### src/rtl/exe_pkg.sv
// Shared definitions for the execution controller slice.
//   DW_DEF/RAW_DEF/MAW_DEF : default data, register-index and memory-address widths
//   state_e                : controller FSM states
//   op_e                   : encoded opcode, bit position of each decode strobe plus OP_ILL
//   encode_op()            : one-hot strobe vector -> op_e (OP_ILL unless exactly one bit set)
package exe_pkg;

  localparam int unsigned DW_DEF  = 8;
  localparam int unsigned RAW_DEF = 3;
  localparam int unsigned MAW_DEF = 8;
  localparam int unsigned NUM_OPS = 12;

  typedef enum logic [1:0] {IDLE, EXEC, MEM} state_e;

  // Enum order matches the strobe bit order used to build the strobe vector.
  typedef enum logic [3:0] {
    OP_LD, OP_AND, OP_STR, OP_ADD, OP_ADDI, OP_CMPLT, OP_CMPEQ,
    OP_CMPEQI, OP_SHFTR, OP_SHFTL, OP_INV, OP_MVI, OP_ILL
  } op_e;

  function automatic op_e encode_op(input logic [NUM_OPS-1:0] strobes);
    op_e         op;
    int unsigned hits;
    op   = OP_ILL;
    hits = 0;
    for (int unsigned i = 0; i < NUM_OPS; i++) begin
      if (strobes[i]) begin
        hits++;
        op = op_e'(4'(i));
      end
    end
    if (hits != 1) op = OP_ILL;
    return op;
  endfunction

endpackage

### src/rtl/exe_ctrl_if.sv
// Bus bundle between the execution controller and its environment.
//   decode side : id_valid_i/id_ready_o handshake, twelve one-hot strobes, imm/src/dst fields
//   memory side : mem_req_o/we/addr/wdata request, mem_ack_i/mem_rdata_i completion
//   status side : wb_valid_o/wb_reg_o/wb_data_o, cmp_flag_o, retire_o, illegal_o
// modport slave is the controller; modport master is the decoder/memory/observer side.
interface exe_ctrl_if
  import exe_pkg::*;
#(
  parameter int unsigned DW  = DW_DEF,
  parameter int unsigned RAW = RAW_DEF,
  parameter int unsigned MAW = MAW_DEF
) ();

  logic           id_valid_i;
  logic           id_ready_o;
  logic           id_ld_i, id_and_i, id_str_i, id_add_i, id_addi_i, id_cmplt_i;
  logic           id_cmpeq_i, id_cmpeqi_i, id_shftr_i, id_shftl_i, id_inv_i, id_mvi_i;
  logic [MAW-1:0] imm_addr_const_i;
  logic [RAW-1:0] src_reg_i;
  logic [RAW-1:0] dst_reg_i;

  logic           mem_req_o;
  logic           mem_we_o;
  logic [MAW-1:0] mem_addr_o;
  logic [DW-1:0]  mem_wdata_o;
  logic           mem_ack_i;
  logic [DW-1:0]  mem_rdata_i;

  logic           wb_valid_o;
  logic [RAW-1:0] wb_reg_o;
  logic [DW-1:0]  wb_data_o;
  logic           cmp_flag_o;
  logic           retire_o;
  logic           illegal_o;

  modport master (
    output id_valid_i, id_ld_i, id_and_i, id_str_i, id_add_i, id_addi_i, id_cmplt_i,
           id_cmpeq_i, id_cmpeqi_i, id_shftr_i, id_shftl_i, id_inv_i, id_mvi_i,
           imm_addr_const_i, src_reg_i, dst_reg_i, mem_ack_i, mem_rdata_i,
    input  id_ready_o, mem_req_o, mem_we_o, mem_addr_o, mem_wdata_o,
           wb_valid_o, wb_reg_o, wb_data_o, cmp_flag_o, retire_o, illegal_o
  );

  modport slave (
    input  id_valid_i, id_ld_i, id_and_i, id_str_i, id_add_i, id_addi_i, id_cmplt_i,
           id_cmpeq_i, id_cmpeqi_i, id_shftr_i, id_shftl_i, id_inv_i, id_mvi_i,
           imm_addr_const_i, src_reg_i, dst_reg_i, mem_ack_i, mem_rdata_i,
    output id_ready_o, mem_req_o, mem_we_o, mem_addr_o, mem_wdata_o,
           wb_valid_o, wb_reg_o, wb_data_o, cmp_flag_o, retire_o, illegal_o
  );

endinterface

### src/rtl/exe_alu.sv
// Single-cycle combinational ALU for the execution controller.
//   op       : encoded opcode
//   rd/rs    : destination and source register values (pre-write)
//   imm      : immediate field
//   result   : value to write into Rd when reg_we is set
//   flag_we  : compare instruction, load flag_val into the compare flag
module exe_alu
  import exe_pkg::*;
#(
  parameter int unsigned DW  = DW_DEF,
  parameter int unsigned MAW = MAW_DEF
) (
  input  op_e            op,
  input  logic [DW-1:0]  rd,
  input  logic [DW-1:0]  rs,
  input  logic [MAW-1:0] imm,
  output logic [DW-1:0]  result,
  output logic           reg_we,
  output logic           flag_we,
  output logic           flag_val
);

  logic [DW-1:0] imm_ext;
  assign imm_ext = DW'(imm);

  always_comb begin
    result   = '0;
    reg_we   = 1'b0;
    flag_we  = 1'b0;
    flag_val = 1'b0;
    unique case (op)
      OP_AND:    begin result = rd & rs;        reg_we = 1'b1; end
      OP_ADD:    begin result = rd + rs;        reg_we = 1'b1; end
      OP_ADDI:   begin result = rd + imm_ext;   reg_we = 1'b1; end
      OP_SHFTR:  begin result = rd >> 1;        reg_we = 1'b1; end
      OP_SHFTL:  begin result = rd << 1;        reg_we = 1'b1; end
      OP_INV:    begin result = ~rd;            reg_we = 1'b1; end
      OP_MVI:    begin result = imm_ext;        reg_we = 1'b1; end
      OP_CMPLT:  begin flag_we = 1'b1; flag_val = (rd < rs);       end
      OP_CMPEQ:  begin flag_we = 1'b1; flag_val = (rd == rs);      end
      OP_CMPEQI: begin flag_we = 1'b1; flag_val = (rd == imm_ext); end
      default:   ;
    endcase
  end

endmodule

### src/rtl/exe_ctrl.sv
// Execution unit controller: accepts one decoded instruction per id handshake,
// owns the register file and compare flag, runs ALU ops in one EXEC cycle and
// sequences ld/str over the req/ack memory port; reports completion on
// registered wb/retire/illegal pulses.
//   clock   : rising-edge clock
//   reset_n : asynchronous active-low reset
//   bus     : exe_ctrl_if.slave (decode, memory and status signals)
module exe_ctrl
  import exe_pkg::*;
#(
  parameter int unsigned DW  = DW_DEF,
  parameter int unsigned RAW = RAW_DEF,
  parameter int unsigned MAW = MAW_DEF
) (
  input logic       clock,
  input logic       reset_n,
  exe_ctrl_if.slave bus
);

  localparam int unsigned NUM_REGS = 2 ** RAW;

  state_e         state, state_nx;
  op_e            op_in, op_q;
  logic [NUM_OPS-1:0] strobes;
  logic [MAW-1:0] imm_q;
  logic [RAW-1:0] src_q, dst_q;
  logic [DW-1:0]  regs [NUM_REGS];
  logic           flag_q;
  logic           ready;
  logic           in_mem, is_store;

  logic [DW-1:0]  alu_result;
  logic           alu_reg_we, alu_flag_we, alu_flag_val;

  logic           wb_valid_q, retire_q, illegal_q;
  logic [RAW-1:0] wb_reg_q;
  logic [DW-1:0]  wb_data_q;

  assign strobes = {bus.id_mvi_i, bus.id_inv_i, bus.id_shftl_i, bus.id_shftr_i,
                    bus.id_cmpeqi_i, bus.id_cmpeq_i, bus.id_cmplt_i, bus.id_addi_i,
                    bus.id_add_i, bus.id_str_i, bus.id_and_i, bus.id_ld_i};
  assign op_in   = encode_op(strobes);

  always_ff @(posedge clock or negedge reset_n) begin
    if (!reset_n) state <= IDLE;
    else          state <= state_nx;
  end

  always_comb begin
    state_nx = state;
    ready    = 1'b0;
    unique case (state)
      IDLE: begin
        ready = 1'b1;
        if (bus.id_valid_i) state_nx = (op_in == OP_LD || op_in == OP_STR) ? MEM : EXEC;
      end
      EXEC:    state_nx = IDLE;
      MEM:     if (bus.mem_ack_i) state_nx = IDLE;
      default: state_nx = IDLE;
    endcase
  end

  exe_alu #(.DW(DW), .MAW(MAW)) u_alu (
    .op       (op_q),
    .rd       (regs[dst_q]),
    .rs       (regs[src_q]),
    .imm      (imm_q),
    .result   (alu_result),
    .reg_we   (alu_reg_we),
    .flag_we  (alu_flag_we),
    .flag_val (alu_flag_val)
  );

  always_ff @(posedge clock or negedge reset_n) begin
    if (!reset_n) begin
      op_q       <= OP_ILL;
      imm_q      <= '0;
      src_q      <= '0;
      dst_q      <= '0;
      flag_q     <= 1'b0;
      wb_valid_q <= 1'b0;
      wb_reg_q   <= '0;
      wb_data_q  <= '0;
      retire_q   <= 1'b0;
      illegal_q  <= 1'b0;
      for (int unsigned i = 0; i < NUM_REGS; i++) regs[i] <= '0;
    end else begin
      wb_valid_q <= 1'b0;
      retire_q   <= 1'b0;
      illegal_q  <= 1'b0;
      unique case (state)
        IDLE: begin
          if (bus.id_valid_i) begin
            op_q  <= op_in;
            imm_q <= bus.imm_addr_const_i;
            src_q <= bus.src_reg_i;
            dst_q <= bus.dst_reg_i;
          end
        end
        EXEC: begin
          if (op_q == OP_ILL) illegal_q <= 1'b1;
          else                retire_q  <= 1'b1;
          if (alu_reg_we) begin
            regs[dst_q] <= alu_result;
            wb_valid_q  <= 1'b1;
            wb_reg_q    <= dst_q;
            wb_data_q   <= alu_result;
          end
          if (alu_flag_we) flag_q <= alu_flag_val;
        end
        MEM: begin
          if (bus.mem_ack_i) begin
            retire_q <= 1'b1;
            if (op_q == OP_LD) begin
              regs[dst_q] <= bus.mem_rdata_i;
              wb_valid_q  <= 1'b1;
              wb_reg_q    <= dst_q;
              wb_data_q   <= bus.mem_rdata_i;
            end
          end
        end
        default: ;
      endcase
    end
  end

  // Memory outputs decode straight from the state register so a reset drops
  // mem_req_o immediately; fields stay stable because nothing they depend on
  // changes while in MEM.
  assign in_mem   = (state == MEM);
  assign is_store = (op_q == OP_STR);

  assign bus.id_ready_o  = ready;
  assign bus.mem_req_o   = in_mem;
  assign bus.mem_we_o    = in_mem && is_store;
  assign bus.mem_addr_o  = in_mem ? imm_q : '0;
  assign bus.mem_wdata_o = (in_mem && is_store) ? regs[src_q] : '0;
  assign bus.wb_valid_o  = wb_valid_q;
  assign bus.wb_reg_o    = wb_reg_q;
  assign bus.wb_data_o   = wb_data_q;
  assign bus.cmp_flag_o  = flag_q;
  assign bus.retire_o    = retire_q;
  assign bus.illegal_o   = illegal_q;

endmodule
### src/flat_wrapper.sv
// flat-port wrapper written by rule: the top's interface ports become plain ports
module exe_ctrl_flat import exe_pkg::*;
#(
  parameter int unsigned DW  = DW_DEF,
  parameter int unsigned RAW = RAW_DEF,
  parameter int unsigned MAW = MAW_DEF
)
  (clock, reset_n, bus_id_valid_i, bus_id_ld_i, bus_id_and_i, bus_id_str_i, bus_id_add_i, bus_id_addi_i, bus_id_cmplt_i, bus_id_cmpeq_i, bus_id_cmpeqi_i, bus_id_shftr_i, bus_id_shftl_i, bus_id_inv_i, bus_id_mvi_i, bus_imm_addr_const_i, bus_src_reg_i, bus_dst_reg_i, bus_mem_ack_i, bus_mem_rdata_i, bus_id_ready_o, bus_mem_req_o, bus_mem_we_o, bus_mem_addr_o, bus_mem_wdata_o, bus_wb_valid_o, bus_wb_reg_o, bus_wb_data_o, bus_cmp_flag_o, bus_retire_o, bus_illegal_o);
  exe_ctrl_if #(.DW(DW), .RAW(RAW), .MAW(MAW)) bus_i ();
  input logic clock;
  input logic reset_n;
  input wire logic [$bits(bus_i.id_valid_i)-1:0] bus_id_valid_i;
  input wire logic [$bits(bus_i.id_ld_i)-1:0] bus_id_ld_i;
  input wire logic [$bits(bus_i.id_and_i)-1:0] bus_id_and_i;
  input wire logic [$bits(bus_i.id_str_i)-1:0] bus_id_str_i;
  input wire logic [$bits(bus_i.id_add_i)-1:0] bus_id_add_i;
  input wire logic [$bits(bus_i.id_addi_i)-1:0] bus_id_addi_i;
  input wire logic [$bits(bus_i.id_cmplt_i)-1:0] bus_id_cmplt_i;
  input wire logic [$bits(bus_i.id_cmpeq_i)-1:0] bus_id_cmpeq_i;
  input wire logic [$bits(bus_i.id_cmpeqi_i)-1:0] bus_id_cmpeqi_i;
  input wire logic [$bits(bus_i.id_shftr_i)-1:0] bus_id_shftr_i;
  input wire logic [$bits(bus_i.id_shftl_i)-1:0] bus_id_shftl_i;
  input wire logic [$bits(bus_i.id_inv_i)-1:0] bus_id_inv_i;
  input wire logic [$bits(bus_i.id_mvi_i)-1:0] bus_id_mvi_i;
  input wire logic [$bits(bus_i.imm_addr_const_i)-1:0] bus_imm_addr_const_i;
  input wire logic [$bits(bus_i.src_reg_i)-1:0] bus_src_reg_i;
  input wire logic [$bits(bus_i.dst_reg_i)-1:0] bus_dst_reg_i;
  input wire logic [$bits(bus_i.mem_ack_i)-1:0] bus_mem_ack_i;
  input wire logic [$bits(bus_i.mem_rdata_i)-1:0] bus_mem_rdata_i;
  output wire logic [$bits(bus_i.id_ready_o)-1:0] bus_id_ready_o;
  output wire logic [$bits(bus_i.mem_req_o)-1:0] bus_mem_req_o;
  output wire logic [$bits(bus_i.mem_we_o)-1:0] bus_mem_we_o;
  output wire logic [$bits(bus_i.mem_addr_o)-1:0] bus_mem_addr_o;
  output wire logic [$bits(bus_i.mem_wdata_o)-1:0] bus_mem_wdata_o;
  output wire logic [$bits(bus_i.wb_valid_o)-1:0] bus_wb_valid_o;
  output wire logic [$bits(bus_i.wb_reg_o)-1:0] bus_wb_reg_o;
  output wire logic [$bits(bus_i.wb_data_o)-1:0] bus_wb_data_o;
  output wire logic [$bits(bus_i.cmp_flag_o)-1:0] bus_cmp_flag_o;
  output wire logic [$bits(bus_i.retire_o)-1:0] bus_retire_o;
  output wire logic [$bits(bus_i.illegal_o)-1:0] bus_illegal_o;
  assign bus_i.id_valid_i = bus_id_valid_i;
  assign bus_i.id_ld_i = bus_id_ld_i;
  assign bus_i.id_and_i = bus_id_and_i;
  assign bus_i.id_str_i = bus_id_str_i;
  assign bus_i.id_add_i = bus_id_add_i;
  assign bus_i.id_addi_i = bus_id_addi_i;
  assign bus_i.id_cmplt_i = bus_id_cmplt_i;
  assign bus_i.id_cmpeq_i = bus_id_cmpeq_i;
  assign bus_i.id_cmpeqi_i = bus_id_cmpeqi_i;
  assign bus_i.id_shftr_i = bus_id_shftr_i;
  assign bus_i.id_shftl_i = bus_id_shftl_i;
  assign bus_i.id_inv_i = bus_id_inv_i;
  assign bus_i.id_mvi_i = bus_id_mvi_i;
  assign bus_i.imm_addr_const_i = bus_imm_addr_const_i;
  assign bus_i.src_reg_i = bus_src_reg_i;
  assign bus_i.dst_reg_i = bus_dst_reg_i;
  assign bus_i.mem_ack_i = bus_mem_ack_i;
  assign bus_i.mem_rdata_i = bus_mem_rdata_i;
  assign bus_id_ready_o = bus_i.id_ready_o;
  assign bus_mem_req_o = bus_i.mem_req_o;
  assign bus_mem_we_o = bus_i.mem_we_o;
  assign bus_mem_addr_o = bus_i.mem_addr_o;
  assign bus_mem_wdata_o = bus_i.mem_wdata_o;
  assign bus_wb_valid_o = bus_i.wb_valid_o;
  assign bus_wb_reg_o = bus_i.wb_reg_o;
  assign bus_wb_data_o = bus_i.wb_data_o;
  assign bus_cmp_flag_o = bus_i.cmp_flag_o;
  assign bus_retire_o = bus_i.retire_o;
  assign bus_illegal_o = bus_i.illegal_o;
  exe_ctrl #(.DW(DW), .RAW(RAW), .MAW(MAW)) u_core (.clock(clock), .reset_n(reset_n), .bus(bus_i));
endmodule
### config.mk
export PLATFORM = sky130hd
export DESIGN_NAME = exe_ctrl_flat
export DESIGN_NICKNAME = d
export VERILOG_FILES = /design/src/rtl/exe_pkg.sv /design/src/rtl/exe_ctrl_if.sv /design/src/rtl/exe_alu.sv /design/src/rtl/exe_ctrl.sv /design/src/flat_wrapper.sv
export SDC_FILE = /design/constraint.sdc
export NUM_CORES = 1
export LEC_CHECK = 0
export BUFFER_PORTS_ARGS = -buffer_cell sky130_fd_sc_hd__buf_4
export CELL_PAD_IN_SITES_DETAIL_PLACEMENT = 1
export CELL_PAD_IN_SITES_GLOBAL_PLACEMENT = 1
export CORE_UTILIZATION = 51
export CTS_CLUSTER_SIZE = 10
export DETAILED_ROUTE_END_ITERATION = 6
export PLACE_DENSITY_LB_ADDON = 0.1
export SYNTH_ARGS = -nofsm -noshare
export SYNTH_HDL_FRONTEND = slang
export SYNTH_SLANG_ARGS = --single-unit
### constraint.sdc
create_clock -name clock -period 12.15 [get_ports clock]
set_clock_uncertainty 0.15 [all_clocks]
set_input_delay 2.43 -clock clock [delete_from_list [all_inputs] [get_ports clock]]
set_output_delay 2.43 -clock clock [all_outputs]
set_load 0.01 [all_outputs]
-- Word-level counts from Yosys, hierarchy flattened
Cells that the tools add are included.
- logic and storage cells: 142
- output and inout port bits: 34
- flip-flop bits (word level): 99
- input bits: 38
- $lt $le $gt $ge: 4
- reductions and logical operators: 13
- add/subtract/negate cells: 13
- equal/unequal tests: 22
- muxes and demuxes: 67
- bitwise gates (word level): 4
- operator list (kind ; number):
    $mux W32 ; 11
    $add A32 B1 Y32 const B ; 10
    $mux W64 ; 3
    $bwmux W64 ; 2
    $pmux W64 S2 ; 1
    $mux W8 ; 10
    $pmux W8 S7 ; 1
    $mux W4 ; 13
    $bmux W8 S3 ; 2
    $ne A32 B1 Y1 const B ; 1
    $demux W8 S3 ; 1
    $eq A4 B4 Y1 const B ; 5
    $add A8 B8 Y8 ; 2
    $eq A4 B3 Y1 const B ; 4
    $eq A8 B8 Y1 ; 2
    $pmux W8 S2 ; 1
    $eq A4 B2 Y1 const B ; 3
    $mux W1 ; 11
    $mux W3 ; 3
    $and A8 B8 Y8 ; 1
    $ge A4 B4 Y1 const B ; 2
    $logic_not A4 Y1 ; 2
    $lt A8 B8 Y1 ; 1
    $not A3 Y4 ; 2
    21 further kinds ; 29

-- Depth between registers and ports, before layout
Gate-level depths: netlist of the first run.
- depth after elaboration: 30
- gate-level depth with buffers: 32
- depth with buffers taken out: 32

-- Hierarchy
A second synthesis of the first run with hierarchy kept.
- cell total of the unflattened synthesis: 765
- area, all modules: 7417.1 um^2
- by module, submodules not included (module ; times used ; area each (um^2) ; cells each ; seq. area each (um^2)):
    exe_ctrl ; 1 ; 6185.9 ; 609 ; 2479.9
    exe_alu ; 1 ; 1231.2 ; 156 ; 0.0

-- Least setup slack after synthesis of the first run
OpenSTA, ideal clock, no wires.
- path kind: input to register
- start point: input bus_id_and_i
- end point: register u_core.op_q[2]
- slack: 3272 ps
- arrival: 8644 ps
- buffers on the path: 0
- stages: 31
- required time: 11917 ps
- setup time: 83 ps
- path through: ha_1 -> or2_2 -> nand2_1 -> inv_1 -> ha_1 -> nand2_1 -> o21ai_0 -> ha_1 -> mux2_2 -> ha_1 -> inv_1 -> a22o_1 -> nand2_1 -> ha_1 -> nor2b_1 -> o21ba_2 -> ha_1 -> mux2_2 -> ha_1 -> mux2_2 -> ha_1 -> mux2_2 -> ha_1 -> nand2b_1 -> o21a_1 -> ha_1 -> nor2_1 -> a211oi_1 -> a211oi_1 -> nand3_1 -> o32a_1
- word-level cells in the longest chain between the ends: 23
- elaborated cells on any way between the ends: 34
- ends and longest elaborated chain (item ; RTL line ; source):
    start, declared ; flat_wrapper.sv:14 ; input wire logic [$bits(bus_i.id_and_i)-1:0] bus_id_and_i;
    $mux W32 ; exe_pkg.sv:27 ; if (strobes[i]) begin
    $add A32 B1 Y32 ; exe_pkg.sv:28 ; hits++;
    $mux W32 ; exe_pkg.sv:27 ;
    $add A32 B1 Y32 ; exe_pkg.sv:28 ;
    $mux W32 ; exe_pkg.sv:27 ;
    $add A32 B1 Y32 ; exe_pkg.sv:28 ;
    $mux W32 ; exe_pkg.sv:27 ;
    $add A32 B1 Y32 ; exe_pkg.sv:28 ;
    [... 7 more ...] ; - ;
    $add A32 B1 Y32 ; exe_pkg.sv:28 ;
    $mux W32 ; exe_pkg.sv:27 ;
    $add A32 B1 Y32 ; exe_pkg.sv:28 ;
    $mux W32 ; exe_pkg.sv:27 ;
    $add A32 B1 Y32 ; exe_pkg.sv:28 ;
    $mux W32 ; exe_pkg.sv:27 ;
    $ne A32 B1 Y1 ; exe_pkg.sv:32 ; if (hits != 1) op = OP_ILL;
    $mux W4 (*) ; exe_pkg.sv:32 ;
    end signal, assigned ; exe_ctrl.sv:94 ; op_q <= op_in;
    end, declared ; exe_ctrl.sv:23 ; op_e op_in, op_q;
Mark *: on every way between the ends. The rest lies on a longest branch, timed or not.
A chain may end at the register's enable or synchronous reset.

-- Worst setup path in the final report of the first run
Same ends and word-level chain as after synthesis.

==> flow_summary.toml, run 1 <==
[die]
die_h_um = 122
num_io_pins = 72
core_sq_mm = 0.0139
start_util_pct = 52.6
die_w_um = 122
fp-row-count = 43
dieArea_sq_mm = 0.0148

[clocking]
cts.clk_slew.worst_paths_ps = 70
clk_latency_ps = 370
h-tree-depth = 3
clkSinkCount = 99
cts_max_path_buffers = 2
root_buffer = "clkbuf_16"
cts_tree = "built"
postCtsHoldBufs = 0
post-cts-setup-buffers = 0
cts_resized = 0
numCtsBuffers = 9

[setup_path]
worst_path_most_repeated_cell = "ha_1"
cp-end-kind = "flop"
crit_path_max_incr_delay_ps = 420
cp.arrival_ps = 9350
crit_family = "adder cells"
worst_setup_path_start_kind = "input pin"
critPathMaxFanout = 4
worstSetupPathType = "input pin to flop"
worst-path-buf-inv = 3
slowest_stage = "o32a_1"
critical_path_required_ps = 12280

[yosys]
async_flop_share_pct = 100
synth-edff-count = 0
synth_adder_area_share_pct = 6.90
synth_top_family_by_area = "multiplexers"
synth_cell_types = 71
avgSynthCellArea_sq_um = 10.0
yosys.area.top_type = "dfrtp_1"
synthTopCellsByCount = "dfrtp_1 (97), nand2_1 (93), mux2_2 (92)"
yosysSeqAreaShare_pct = 33.8
yosysMostFrequentCell = "dfrtp_1"
synthMuxAreaShare_pct = 22.4
synth_area_sq_mm = 0.00733
ys.flop_type = "dfrtp_1"
ys_ff_latch = 99
synth_top_cell_area_share_pct = 33.1
yosysWarnings = 0
synth-simple-area-share_pct = 13.8
synth_area_leaders = "dfrtp_1 (33%), mux2_2 (14%), ha_1 (6.5%)"
synth-xor-area-share_pct = 6.11
synth-compound-area-share_pct = 13.3
syn-num-nets = 807
netlist_instances = 730

[flow_run]
max-cap-violations = 0

[global_route]
grt_usage_pct = 30.3
grt_max_degree = 85
antenna_found_initial = 0
grt_pass1_wl_mm = 34.4
grt_pass1_vias = 6444
grt-ovfl-total = 0

[detailed_routing]
vias = 6094
drc_errors = 0
top_layer_used = "met4"
met1_length_mm = 9.35
firstDrtPassIters = 5
vias_per_cell = 6.29
post_drt_wl_per_cell_um = 22.0
drtIter0Drc = 410
wl_mm = 21.3
wl_met2_mm = 10.8
antenna_left = 0
wl_met3_um = 862

[sta]
min_period_ps = 9220
grt_setup_unrepaired = "no"
fmax_mhz = 109
final.setup.tns_ps = 0
tightestPinTransition_ps = 1140
setup_viol = 0
period_share_pct = 75.8
drv_slew = 0
relSlewSlack_pct = 23.9
finalHoldViolCount = 0

[power_and_ir_drop]
ir_worst_vdd_mv = 0.120
leakagePower_nw = 4.07
power.density_mw_per_mm2 = 143
power.total_mw = 1.18

[finish]
diodes = 0
syn2layout_area_growth_pct = 13.2
fin_nets = 861
final_cell_area_sq_mm = 0.00830
drive_gt1_share_pct = 28.6
fill_cells = 1515

[placed_design]
place_congestion = 0.879
placed_area_sq_mm = 0.00800
port_buffers = 71
hpwl_mm = 15.2

[status]
status = "complete, no violations"

[worst_hold_path]
hp-class = "flop to flop"
## layout by cell type, fill, tap and decap left out, drive strengths merged, types with 4 or more instances in the layout
master   n
xnor3    4
mux4    18
dfrtp   97
and3     4
o22a     5
and2    12
o21bai   6
a21oi   25
nand3   16
o31ai    4
nor2b    9
inv     41
nand2   93
a22oi   17
nand2b   6
ha      38
buf     77
clkbuf  11
a211oi  10
nor2    43
mux2    94
nand4    7
mux2i   17
o211ai   6
xor2    16
a222oi   8
o21ai   28
xnor2   20
nor3     9
nor4     6
## metrics by stage
stage	hold WS, ps	util, %	std cells	setup slack (ps)
3_3_place_gp	311	57.4	953	2880
5_1_grt	370	59.5	969	2550
4_1_cts	351	59.5	969	2930
6_report	348	59.5	969	2930
2_1_floorplan	325	-	730	3270
3_5_place_dp	326	57.4	953	2580
## layout make-up
type / instances / area, sq um / area share [%]
inverters: 37 / 139 / 1.67
multi-input cells: 560 / 4580 / 55.2
well taps: 180 / 225 / 2.71
repair buffers: 77 / 578 / 6.97
clock buffers: 11 / 243 / 2.93
flip-flops and latches: 99 / 2480 / 29.9
clock inverters: 5 / 51.3 / 0.618
## tightest hold or removal path: cells and delay by family, from the launching register on
kind | cells | cell delay (ps)
simple gates | 2 | 110
flops | 1 | 360
## where the power goes
part	switching (mW)	internal (mW)	total (mW)
logic	0.268	0.214	0.482
clock network	0.143	0.151	0.294
registers	0.0465	0.361	0.408
## kinds of logic after synthesis
family	count (synthesis)
multiplexers	129
XOR/XNOR	41
AND/OR/NAND/NOR	214
AO/OA/AOI/OAI	136
adder cells (fa/ha/maj)	40
buffers and inverters	71
flip-flops	99
## final timing paths
check / from / end / slack [ps] / depth (start not counted)
setup / recovery: bus_id_and_i / u_core.op_q[2] / 2930 / 32
hold / removal: u_core.bus.wb_reg_o[0] / u_core.bus.wb_reg_o[0] / 350 / 2
setup reg to reg: u_core.src_q[0] / u_core.regs[31] / 6900 / 15
hold reg to reg: u_core.bus.wb_reg_o[0] / u_core.bus.wb_reg_o[0] / 350 / 2
max in group asynchronous: reset_n / u_core.regs[54] / 8740 / 2
min in group asynchronous: reset_n / u_core.imm_q[1] / 1770 / 1
## registers in the layout, summed over array words and instances, names as in the netlist
signal	cells
u_core.bus.cmp_flag_o	1
u_core.bus.illegal_o	1
u_core.bus.retire_o	1
u_core.bus.wb_data_o	8
u_core.bus.wb_reg_o	3
u_core.bus.wb_valid_o	1
u_core.dst_q	3
u_core.imm_q	8
u_core.op_q	4
u_core.regs	64
u_core.src_q	3
u_core.state	2
## metal layers
metal / GRT usage (%) / up-vias
li1: - / 2749
met1: 40.1 / 3165
met2: 51.9 / 156
met3: 4.45 / 24
met4: 7.33 / 0
met5: 0 / -
No activity file was read; power rests on OpenSTA's default activity.
==> run 2, diff against run 1 <==
--- a/config.mk
+++ b/config.mk
@@ -5,10 +5,11 @@
 export SDC_FILE = /design/constraint.sdc
 export NUM_CORES = 1
 export LEC_CHECK = 0
+export ABC_AREA = 1
 export BUFFER_PORTS_ARGS = -buffer_cell sky130_fd_sc_hd__buf_4
 export CELL_PAD_IN_SITES_DETAIL_PLACEMENT = 1
 export CELL_PAD_IN_SITES_GLOBAL_PLACEMENT = 1
-export CORE_UTILIZATION = 51
+export CORE_UTILIZATION = 43
 export CTS_CLUSTER_SIZE = 10
 export DETAILED_ROUTE_END_ITERATION = 6
 export PLACE_DENSITY_LB_ADDON = 0.1
==> constraint.sdc (replaced) <==
create_clock -name clock -period 9.2 [get_ports clock]
set_clock_uncertainty 0.15 [all_clocks]
set_input_delay 1.84 -clock clock [delete_from_list [all_inputs] [get_ports clock]]
set_output_delay 1.84 -clock clock [all_outputs]
set_load 0.01 [all_outputs]
==> run 2 against run 1 <==
Against the previous run:
- worst hold slack got worse by 8.1 ps
- first-iteration DRC count rose by 13%
- clock power increased by 32%
- count of clock-buffer cells in the layout fell by 2
- utilization shrank 8.7 points
- sequential share of layout area is 0.79 points lower
- global-route usage fell by 0.79 points
- critical endpoint is now u_core.op_q[1]
==> flow_summary.toml, run 2 <==
[status]
status = "complete, no violations"

[sta]
final.setup.tns_ps = 0
tightestPinTransition_ps = 1000
relSlewSlack_pct = 32.6
fmax_mhz = 134
min_period_ps = 7470
grt_setup_unrepaired = "no"
setup_viol = 0
period_share_pct = 81.2
drv_slew = 0
finalHoldViolCount = 0

[setup_path]
worst_setup_path_start_kind = "input pin"
slowest_stage = "ha_1"
worstSetupPathType = "input pin to flop"
r2r_slack_ps = 3720
critical_path_required_ps = 9340
cp-end-kind = "flop"
critPathMaxFanout = 3
worst_path_most_repeated_cell = "nand2_1"
crit_path_max_incr_delay_ps = 330
cp.arrival_ps = 7600

[clocking]
root_buffer = "clkbuf_16"
clk_latency_ps = 370
clkSinkCount = 99
post-cts-setup-buffers = 0
numCtsBuffers = 9
cts.clk_slew.worst_paths_ps = 80
cts_max_path_buffers = 2
h-tree-depth = 3
cts_resized = 0
postCtsHoldBufs = 0
cts_tree = "built"

[power_and_ir_drop]
power.total_mw = 2.36
combPwrFrac_pct = 54.1
leakagePower_nw = 4.46
ir_worst_vdd_mv = 0.125
p_sw_share_pct = 49.1
switchingPower_mw = 1.16
intPower_mw = 1.20
seq_power_share_pct = 29.6
p_clk_share_pct = 16.4
power.density_mw_per_mm2 = 278

[global_route]
antenna_found_initial = 0
grtUsageMet2_pct = 48.7
grt_max_degree = 52
grt_pass1_wl_mm = 40.9
gr-usage-met3_pct = 5.21
grt-ovfl-total = 0
grt_usage_pct = 29.5
busiest_layer = "met2"
grt_pass1_vias = 7890
grt_use_met1_pct = 40.1

[yosys]
synth_top_cell_area_share_pct = 32.6
ys.flop_type = "dfrtp_1"
ys_ff_latch = 99
netlist_instances = 1104
async_flop_share_pct = 100
synth_cell_types = 41
synthTopCellsByCount = "nand2_1 (282), inv_1 (182), o21ai_0 (149)"
synth_area_leaders = "dfrtp_1 (33%), nand2_1 (14%), o21ai_0 (10%)"
yosysSeqAreaShare_pct = 33.3
avgSynthCellArea_sq_um = 6.74
synth_area_sq_mm = 0.00744
yosysMostFrequentCell = "nand2_1"
synth-edff-count = 0
yosys.area.top_type = "dfrtp_1"
syn-num-nets = 1181
yosysWarnings = 0

[finish]
postLayoutCoreUtil_pct = 50.8
fill_cells = 2235
syn2layout_area_growth_pct = 14.5
fin_nets = 1245
diodes = 0
largest_reg_flops = 64
final_common_cell = "nand2_1"
final_cell_mix = "nand2_1 (282), inv_1 (182), o21ai_0 (149), dfrtp_1 (97), buf_4 (85)"
final-instance-count-excl-fill = 1393
drive_gt1_share_pct = 13.9
top_register = "u_core.regs"

[flow_run]
max-cap-violations = 0

[detailed_routing]
antenna_left = 0
drc_errors = 0
vias = 7686
post_drt_wl_per_cell_um = 18.0
vias_per_cell = 5.52
firstDrtPassIters = 5
wl_mm = 25.0
drtIter0Drc = 464

[die]
start_util_pct = 44.4
die_h_um = 134
dieArea_sq_mm = 0.0178
fp-row-count = 47
num_io_pins = 72
die_w_um = 134
core_sq_mm = 0.0168

[placed_design]
place_inst = 1377
place_congestion = 0.851
port_buffers = 71
hpwl_mm = 18.4

[worst_hold_path]
hp-class = "flop to flop"
[run 2: cell type report]
class                           instances  area, sq um  area share [%]
Multi-Input combinational cell        786         4140            48.6
Clock inverter                          7         61.3           0.719
Sequential cell                        99         2480            29.1
Timing Repair Buffer                   85          638            7.49
Inverter                              187          702            8.24
Tap cell                              220          275            3.23
Clock buffer                            9          225            2.64
[run 2: cells by family after synthesis]
logic type               after synthesis  share of synthesized area, %
buffers and inverters                219                          11.1
XOR/XNOR                               6                         0.706
flip-flops                            99                          33.3
multiplexers                          12                          1.82
AND/OR/NAND/NOR                      467                          27.4
adder cells (fa/ha/maj)               39                          6.66
AO/OA/AOI/OAI                        262                          19.0
[run 2: worst paths after layout]
path	endpoint	cells after the start	startpoint
setup / recovery	u_core.op_q[1]	42	bus_id_and_i
max in group asynchronous	u_core.bus.retire_o	2	reset_n
hold reg to reg	u_core.bus.wb_reg_o[0]	2	u_core.bus.wb_reg_o[0]
hold / removal	u_core.bus.wb_reg_o[0]	2	u_core.bus.wb_reg_o[0]
min in group asynchronous	u_core.regs[45]	1	reset_n
setup reg to reg	u_core.regs[31]	26	u_core.src_q[1]
[run 2: per-layer routing]
| metal | vias to the layer above | wire length [um] |
|---|---|---|
| li1 | 3697 | - |
| met4 | 0 | 275 |
| met1 | 3794 | 11900 |
| met3 | 25 | 1080 |
| met2 | 170 | 11800 |
| met5 | - | 0 |
[run 2: through the flow]
step	hold slack (ps)	setup WS (ps)	cell area [sq um]
after floorplan	310	2050	7440
after global placement	318	1640	8240
after detailed placement	326	1360	8240
after CTS	346	1720	8520
after global routing	369	1210	8520
final	340	1730	8520
[run 2: power groups by stage]
stage	registers [mW]	clock network, mW	logic [mW]
finish	0.699	0.387	1.28
global route	0.720	0.401	1.44
CTS	0.698	0.387	1.27
detailed placement	0.705	0	1.26
global placement	0.696	0	1.22
floorplan	0.687	0	0.842
[run 2: worst max-delay path: cells and delay by family]
kind                       cells  cell delay (ps)
AOI/OAI and AO/OA              2              440
buffers and inverters          6              410
adders and majority gates     10             2740
and+or+nand+nor               24             2170
==> run 3, diff against run 2 <==
--- a/config.mk
+++ b/config.mk
@@ -9,7 +9,7 @@
 export BUFFER_PORTS_ARGS = -buffer_cell sky130_fd_sc_hd__buf_4
 export CELL_PAD_IN_SITES_DETAIL_PLACEMENT = 1
 export CELL_PAD_IN_SITES_GLOBAL_PLACEMENT = 1
-export CORE_UTILIZATION = 43
+export CORE_UTILIZATION = 39
 export CTS_CLUSTER_SIZE = 10
 export DETAILED_ROUTE_END_ITERATION = 6
 export PLACE_DENSITY_LB_ADDON = 0.1
==> constraint.sdc (replaced) <==
create_clock -name clock -period 6.2 [get_ports clock]
set_clock_uncertainty 0.15 [all_clocks]
set_input_delay 1.24 -clock clock [delete_from_list [all_inputs] [get_ports clock]]
set_output_delay 1.24 -clock clock [all_outputs]
set_load 0.01 [all_outputs]
==> run 3 against run 2 <==
Against the previous run:
- cell count grew 5.8%
- via count grew 2.8%
- flip-flop and latch count is the same
- critical path type unchanged
==> flow_summary.toml, run 3 (synthesis gave the netlist of run 2 again) <==
[setup_path]
cp.arrival_ps = 6200
worstSetupPathType = "input pin to flop"
r2r-end = "u_core.regs[31]"
worst_path_most_repeated_cell = "ha_4"
slowest_stage = "ha_4"
worst_setup_path_start_kind = "input pin"
ff2ff_path_depth = 24
critPathMaxFanout = 3
cp-end-kind = "flop"
r2r_slack_ps = 1590
critical_path_required_ps = 6340
r2r_start = "u_core.dst_q[0]"
crit_path_max_incr_delay_ps = 270

[sta]
period_share_pct = 97.8
final.setup.tns_ps = 0
setup_viol = 0
min_period_ps = 6070
drv_slew = 0
finalHoldViolCount = 0
relSlewSlack_pct = 31.8
tightestPinTransition_ps = 1020
fmax_mhz = 165

[power_and_ir_drop]
leakagePower_nw = 4.84
power.density_mw_per_mm2 = 399
ir_worst_vdd_mv = 0.170
power.total_mw = 3.78

[global_route]
antenna_found_initial = 0
grt-ovfl-total = 0
grt_max_degree = 67
grt_pass1_vias = 8030
grt_usage_pct = 27.7
grt_pass1_wl_mm = 42.4

[detailed_routing]
post_drt_wl_per_cell_um = 18.5
antenna_left = 0
firstDrtPassIters = 6
drc_errors = 0
vias_per_cell = 5.36
vias = 7903
wl_mm = 27.3
drtIter0Drc = 384

[clocking]
root_buffer = "clkbuf_16"
cts_max_path_buffers = 2
numCtsBuffers = 9
cts_tree = "built"
postCtsHoldBufs = 0
clk_latency_ps = 360
h-tree-depth = 3
cts.clk_slew.worst_paths_ps = 80
clkSinkCount = 99

[finish]
final_cell_mix = "nand2_1 (247), inv_1 (172), o21ai_0 (147), buf_4 (147), dfrtp_1 (97)"
top_register = "u_core.regs"
largest_reg_flops = 64
fin_nets = 1312
multi_input_area_sq_mm = 0.00453
drive_gt1_share_pct = 24.2
fill_cells = 2400
final_cell_area_sq_mm = 0.00947
diodes = 0
final_common_cell = "nand2_1"
seq_area_sq_mm = 0.00248
syn2layout_area_growth_pct = 27.3
postLayoutCoreUtil_pct = 50.6

[die]
num_io_pins = 72
die_w_um = 140
dieArea_sq_mm = 0.0196
fp-row-count = 50
start_util_pct = 39.8
core_sq_mm = 0.0187
die_h_um = 140

[worst_hold_path]
min_from = "u_core.bus.wb_data_o[3]"
holdPathEnd = "u_core.bus.wb_data_o[3]"
whs_path_depth = 2
hp-class = "flop to flop"

[flow_run]
max-cap-violations = 0

[placed_design]
port_buffers = 71
place_congestion = 0.866
placed_area_sq_mm = 0.00855
hpwl_mm = 19.6

[status]
status = "complete, no violations"
## run 3: worst max-delay path by stage
stage | depth (start not counted) | startpoint | slack, ps | to
3_3_place_gp | 42 | bus_id_and_i | -420 | u_core.op_q[0]
3_5_place_dp | 42 | bus_id_and_i | -620 | u_core.op_q[1]
2_1_floorplan | 41 | bus_id_and_i | -70 | u_core.op_q[0]
4_1_cts | 43 | bus_id_ld_i | 1 | u_core.op_q[1]
5_1_grt | 43 | bus_id_and_i | -90 | u_core.state[0]
6_report | 43 | bus_id_and_i | 130 | u_core.op_q[0]
## run 3: final cells by class
cell class,count,share of cell area (%)
Inverter,187,7.59
Sequential cell,99,26.2
Tap cell,234,3.09
Timing Repair Buffer,152,12.3
Clock buffer,9,2.38
Multi-Input combinational cell,786,47.8
Clock inverter,7,0.608
## run 3: layer usage
metal	global-route usage, %	routed length, um	vias to the layer above
li1	-	-	3836
met4	10.2	731	0
met1	36.4	12300	3874
met3	2.94	832	45
met2	47.2	13400	148
met5	0	0	-
## run 3: critical path, delay by kind of cell
family / cells / cell delay, ps
compound gates: 2 / 220
fa+ha+maj: 10 / 2270
buf+inv: 8 / 570
simple gates: 23 / 1870
## run 3: per-stage QoR
step           cells  hold WS (ps)  setup slack [ps]
5_1_grt         1474           365             -90.8
2_1_floorplan   1104           310             -74.9
3_3_place_gp    1425           319              -421
6_report        1474           335               135
3_5_place_dp    1425           322              -620
4_1_cts         1472           342              1.05
## run 3: timing repair
action | in CTS | in global routing
setup buffers | 31 | 7
endpoints found under the setup margin | 6 | 6
pin swaps | 16 | 47
gates cloned | 0 | 0
gates resized for setup | 10 | 84
## run 3: where the power goes
group / switching [mW] / leakage, nW / internal [mW]
Clock: 0.287 / 0.140 / 0.280
Combinational: 1.39 / 3.43 / 0.784
Sequential: 0.149 / 1.27 / 0.896
Total: 1.82 / 4.84 / 1.96
